`config.mk`:
```
export PLATFORM = sky130hd
export DESIGN_NAME = matrix_scan_pwm
export DESIGN_NICKNAME = d
export VERILOG_FILES = /design/src/rtl/matrix_scan_pwm.sv
export SDC_FILE = /design/constraint.sdc
export NUM_CORES = 1
export LEC_CHECK = 0
export CORE_UTILIZATION = 65
export CTS_BUF_LIST = sky130_fd_sc_hd__clkbuf_16
export CTS_CLUSTER_DIAMETER = 80
export CTS_CLUSTER_SIZE = 40
export DETAILED_ROUTE_END_ITERATION = 8
export GPL_ROUTABILITY_DRIVEN = 0
export PLACE_DENSITY = 0.82
export SYNTH_ARGS = -nofsm -noshare
export SYNTH_HDL_FRONTEND = slang
export SYNTH_SLANG_ARGS = --single-unit
```
`constraint.sdc`:
```
create_clock -name clk -period 41.9 [get_ports clk]
set_input_delay 10.475 -clock clk [delete_from_list [all_inputs] [get_ports clk]]
set_output_delay 10.475 -clock clk [all_outputs]
set_load 0.01 [all_outputs]
```
`src/rtl/matrix_scan_pwm.sv`:
```
// RGB dot-matrix column scanner with per-pixel PWM and a prefetching shadow buffer.
// Define MATRIX_BRIGHTNESS_EN to add a global brightness input that scales duties on active load.

module matrix_scan_pwm_row #(
  parameter int PWM_BITS = 8
) (
  input  logic                  clk,
  input  logic                  rst,
  input  logic                  lit,
  input  logic [PWM_BITS-1:0]   pwm_cnt,
  input  logic [3*PWM_BITS-1:0] duty,
  output logic [2:0]            rgb
);
  always_ff @(posedge clk or posedge rst) begin
    if (rst)       rgb <= '0;
    else if (!lit) rgb <= '0;
    else begin
      rgb[2] <= pwm_cnt < duty[3*PWM_BITS-1:2*PWM_BITS];
      rgb[1] <= pwm_cnt < duty[2*PWM_BITS-1:PWM_BITS];
      rgb[0] <= pwm_cnt < duty[PWM_BITS-1:0];
    end
  end
endmodule

module matrix_scan_pwm #(
  parameter int COLS         = 16,
  parameter int ROWS         = 8,
  parameter int PWM_BITS     = 8,
  parameter int COL_CYCLES   = 1875,
  parameter int BLANK_CYCLES = 375,
  parameter int ADDR_W       = 7
) (
  input  logic                  clk,
  input  logic                  rst,
  input  logic                  enable,
`ifdef MATRIX_BRIGHTNESS_EN
  input  logic [PWM_BITS-1:0]   brightness,
`endif
  input  logic [3*PWM_BITS-1:0] mem_data,
  output logic [ADDR_W-1:0]     mem_addr,
  output logic [3*ROWS-1:0]     rgb,
  output logic [COLS-1:0]       anode,
  output logic                  frame_start
);
  localparam int PW   = 3*PWM_BITS;
  localparam int DISP = COL_CYCLES - BLANK_CYCLES;
  localparam int CW   = (COLS > 1) ? $clog2(COLS) : 1;
  localparam int SW   = $clog2(COL_CYCLES);

  typedef enum logic [1:0] {IDLE, PRIME, SCAN} state_t;

  state_t                  state, state_nxt;
  logic [CW-1:0]           col, col_inc;
  logic [SW-1:0]           slot_cnt;
  logic [PWM_BITS-1:0]     pwm_cnt;
  logic [ROWS-1:0][PW-1:0] shadow, active, load_src, load_val;
  logic                    prime_end, slot_end, lit, cap;

  assign col_inc   = (col == CW'(COLS-1)) ? '0 : col + CW'(1);
  assign prime_end = (state == PRIME) && (slot_cnt == SW'(ROWS));
  assign slot_end  = (state == SCAN) && (slot_cnt == SW'(COL_CYCLES-1));
  assign lit       = enable && (state == SCAN) && (slot_cnt < SW'(DISP));
  assign cap       = (state != IDLE) && (slot_cnt != '0) && (slot_cnt <= SW'(ROWS));

  always_ff @(posedge clk or posedge rst) begin
    if (rst) state <= IDLE;
    else     state <= state_nxt;
  end

  always_comb begin
    state_nxt = state;
    mem_addr  = '0;
    case (state)
      IDLE: if (enable) state_nxt = PRIME;
      PRIME: begin
        if (slot_cnt < SW'(ROWS)) mem_addr = ADDR_W'(slot_cnt);
        if (!enable)        state_nxt = IDLE;
        else if (prime_end) state_nxt = SCAN;
      end
      SCAN: begin
        // Prefetch the next column while the current one is on display.
        if (slot_cnt < SW'(ROWS))
          mem_addr = ADDR_W'(int'(col_inc) * ROWS + int'(slot_cnt));
        if (!enable) state_nxt = IDLE;
      end
      default: state_nxt = IDLE;
    endcase
  end

  // The last prime word arrives on the same cycle active is loaded, so bypass it.
  always_comb begin
    load_src = shadow;
    if (state == PRIME) load_src[ROWS-1] = mem_data;
  end

`ifdef MATRIX_BRIGHTNESS_EN
  function automatic logic [PWM_BITS-1:0] scale(input logic [PWM_BITS-1:0] d,
                                                input logic [PWM_BITS-1:0] b);
    logic [2*PWM_BITS-1:0] prod;
    prod = (2*PWM_BITS)'(d) * ((2*PWM_BITS)'(b) + (2*PWM_BITS)'(1));
    return prod[2*PWM_BITS-1:PWM_BITS];
  endfunction

  always_comb begin
    load_val = load_src;
    for (int r = 0; r < ROWS; r++)
      for (int ch = 0; ch < 3; ch++)
        load_val[r][ch*PWM_BITS +: PWM_BITS] = scale(load_src[r][ch*PWM_BITS +: PWM_BITS], brightness);
  end
`else
  assign load_val = load_src;
`endif

  always_ff @(posedge clk or posedge rst) begin
    if (rst) begin
      col      <= '0;
      slot_cnt <= '0;
      pwm_cnt  <= '0;
      shadow   <= '0;
      active   <= '0;
    end else begin
      if (enable && cap)
        for (int r = 0; r < ROWS; r++)
          if (slot_cnt == SW'(r+1)) shadow[r] <= mem_data;
      if (enable && (prime_end || slot_end)) active <= load_val;
      if (!enable || state == IDLE) begin
        col      <= '0;
        slot_cnt <= '0;
        pwm_cnt  <= '0;
      end else if (state == PRIME) begin
        slot_cnt <= prime_end ? '0 : slot_cnt + SW'(1);
      end else if (slot_end) begin
        slot_cnt <= '0;
        pwm_cnt  <= '0;
        col      <= col_inc;
      end else begin
        slot_cnt <= slot_cnt + SW'(1);
        if (slot_cnt < SW'(DISP)) pwm_cnt <= pwm_cnt + PWM_BITS'(1);
      end
    end
  end

  always_ff @(posedge clk or posedge rst) begin
    if (rst) begin
      anode       <= '0;
      frame_start <= 1'b0;
    end else begin
      anode       <= lit ? (COLS'(1) << col) : '0;
      frame_start <= lit && (slot_cnt == '0) && (col == '0);
    end
  end

  for (genvar r = 0; r < ROWS; r++) begin : gen_row
    matrix_scan_pwm_row #(.PWM_BITS(PWM_BITS)) u_row (
      .clk     (clk),
      .rst     (rst),
      .lit     (lit),
      .pwm_cnt (pwm_cnt),
      .duty    (active[r]),
      .rgb     (rgb[3*r +: 3])
    );
  end
endmodule

```
==> results.sh <==
export IMPL_status="complete, no violations"
export IMPL_synth_seq_cells=450
export IMPL_rows=66
export IMPL_cp_start_kind="register"
export IMPL_syn_avg_cell_area_um2=12.8
export IMPL_synth_top_area_cell="dfrtp_1"
export IMPL_max_freq_mhz=72.3
export IMPL_postSynthCellCount=1693
export IMPL_rsz0062_at_grt="false"
export IMPL_grt_total_usage_pct=27.1
export IMPL_synth_top_cell_area_share_pct=51.9
export IMPL_core_um2=32700
export IMPL_multi_input_area_um2=9430
export IMPL_io_buffers=74
export IMPL_slew_headroom_pct=22.4
export IMPL_hold_viol=0
export IMPL_viasPerCell=5.96
export IMPL_postCtsResizedCells=0
export IMPL_leakage_nw=11.6
export IMPL_skew_ns=0.0278
export IMPL_clk_path_buf_depth=3
export IMPL_min_to="active[173]"
export IMPL_layout_commonest_cell="dfrtp_1"
export IMPL_n_fill_cell=2254
export IMPL_ys_warn_count=0
export IMPL_htree_levels=1
export IMPL_use_met2_pct=47.6
export IMPL_cap_viol_max_count=0
export IMPL_rr_startpoint="state[1]"
export IMPL_synth_edf_count=0
export IMPL_vdd_drop_max_mv=0.0339
export IMPL_path_class="register to output pin"
export IMPL_synth_nets=1906
export IMPL_firstDrtPassIters=5
export IMPL_setup_violations=0
export IMPL_path_clk_slew_ns=0.13
export IMPL_post_cts_buffers=0
export IMPL_yosys_most_used_dff="dfrtp_1"
export IMPL_r2r_setup_slack_ns=38.76
export IMPL_tns_ns=0
export IMPL_die_area_um2=34100
export IMPL_wire_per_inst_um=20.0
export IMPL_drtIter0Drc=699
export IMPL_cts_inserted_buffers=18
export IMPL_syn_cell_area_um2=21700
export IMPL_crit_fanout=41
export IMPL_fp_dieW_um=185
export IMPL_via_count=13100
export IMPL_worstMarginPinSlew_ns=1.16
export IMPL_grt_pass1_vias=13800
export IMPL_end_kind="output pin"
export IMPL_final_nets=1949
export IMPL_holdPathStages=2
export IMPL_yosysSeqAreaShare_pct=51.9
export IMPL_synth_area_leaders="dfrtp_1 (52%), mux2_2 (19%), ha_1 (11%)"
export IMPL_ff2ff_path_depth=7
export IMPL_min_period_ns=13.84
export IMPL_seqCellArea_um2=11300
export IMPL_die_h_um=185
export IMPL_grt_util_met1_pct=36.1
export IMPL_critPathRequiredTime_ns=31.43
export IMPL_slowest_stage="ha_2"
export IMPL_antenna_found_initial=0
export IMPL_drive_above_1_share_pct=24.2
export IMPL_crit_cells=6
export IMPL_final_core_util_pct=71.7
export IMPL_gr_total_overflow=0
export IMPL_powerDensity_nw_per_um2=33.0
export IMPL_drcViolationCount=0
export IMPL_grt_pass1_wl_um=71300
export IMPL_yosysUniqueCellTypes=52
export IMPL_clock_latency_ns=0.56
export IMPL_cts_sinks=450
export IMPL_initial_core_util_pct=66.4
export IMPL_antenna_cells=0
export IMPL_cts_root_buf="clkbuf_16"
export IMPL_max_stage_delay_ns=0.89
export IMPL_io_pins=75
export IMPL_grt_max_degree=217
export IMPL_crit_arrival_ns=3.36
export IMPL_hp_class="register to register"
export IMPL_tritoncts="yes"
export IMPL_most_common_layout_cells="dfrtp_1 (447), mux2_2 (360), ha_1 (184)"
export IMPL_busiest_layer="met2"
export IMPL_async_reset_ff_share_pct=100
export IMPL_dp_hpwl_um=26400
export IMPL_maxSlewViolCount=0
export IMPL_antenna_left=0
export IMPL_cts_hold_fix_buffers=0
export IMPL_syn_to_final_growth_pct=7.98
export IMPL_crit_family="simple AND/OR/NAND/NOR gates"
export IMPL_cp_num_buf_inv=2
export IMPL_period_share_pct=33.0
export IMPL_worstReg2RegEnd="active[74]"
export IMPL_wl_um=43900
export IMPL_worstPathCellList="inv_1 -> ha_2 -> nor2_1 -> nor4b_1 -> and2_1 -> clkdlybuf4s50_1"
export IMPL_use_met3_pct=2.15
export IMPL_min_delay_start="active[173]"
==> flip-flops by register name, summed over array words and instances (netlist names) <==
name,cells
active,192
frame_start,1
anode,16
shadow,24
state,2
load_src,168
slot_cnt,11
pwm_cnt,8
col,4
gen_row.u_row.rgb,24
==> cell type report <==
type	instances	share of cell area [%]
tap	442	2.36
timing repair buffer	85	3.62
clock inverter	12	0.828
multi-input combinational	1003	40.2
inverter	178	2.88
sequential	450	48.1
clock buffer	19	2.03
==> routing by layer <==
metal,part of all wire [%],up-vias
li1,-,6054
met1,45,6732
met2,50,187
met3,2.8,79
met4,2.4,0
met5,0,-
==> worst min-delay path: cells and delay by family (launching register included) <==
kind | cells | cell delay, ns
and+or+nand+nor | 1 | 0.04
AOI/OAI and AO/OA | 1 | 0.06
DFF | 1 | 0.36
==> power breakdown <==
group / internal [mW] / switching [mW] / total (mW)
clock: 0.0928 / 0.148 / 0.241
sequential: 0.450 / 0.00871 / 0.459
combinational: 0.0320 / 0.0419 / 0.0739
total: 0.575 / 0.199 / 0.773
==> through the flow <==
stage | worst slack (ns) | instances | hold slack (ns) | cell area (um^2) | power (mW)
3_3_place_gp | 28.45 | 2158 | 0.463 | 22800 | 0.538
2_1_floorplan | 18.88 | 1693 | 0.450 | 21700 | 0.518
3_5_place_dp | 28.39 | 2158 | 0.471 | 22800 | 0.542
4_1_cts | 28.02 | 2189 | 0.500 | 23400 | 0.778
6_report | 28.06 | 2189 | 0.492 | 23400 | 0.773
5_1_grt | 27.82 | 2189 | 0.523 | 23400 | 0.801
==> cells by family after synthesis <==
group           count (synthesis)  synth area share [%]
buf+inv                       240                  4.74
mux                           387                  19.9
fa+ha+maj                     186                  10.8
simple gates                  189                  4.87
flops                         450                  51.9
xor+xnor                       12                 0.484
compound gates                229                  7.34
==> how the worst max path moves through the flow <==
| stage | start | slack, ns | endpoint |
|---|---|---|---|
| 2_1_floorplan | rst | 18.88 | active[0] |
| 3_3_place_gp | rst | 28.45 | active[44] |
| 3_5_place_dp | rst | 28.39 | active[44] |
| 4_1_cts | state[1] | 28.02 | mem_addr[2] |
| 5_1_grt | state[1] | 27.82 | mem_addr[1] |
| 6_report | state[1] | 28.06 | mem_addr[2] |
==> Yosys cell counts (24+ instances only) <==
master,n
mux2i_1,27
and3_1,29
o221ai_1,24
nand2_1,36
clkbuf_1,32
inv_1,178
nand2b_1,25
a211oi_1,48
a21o_1,73
ha_1,185
nor2_1,30
dfrtp_1,450
o21ai_0,55
mux2_2,360
No activity file was read; power rests on OpenSTA's default activity.
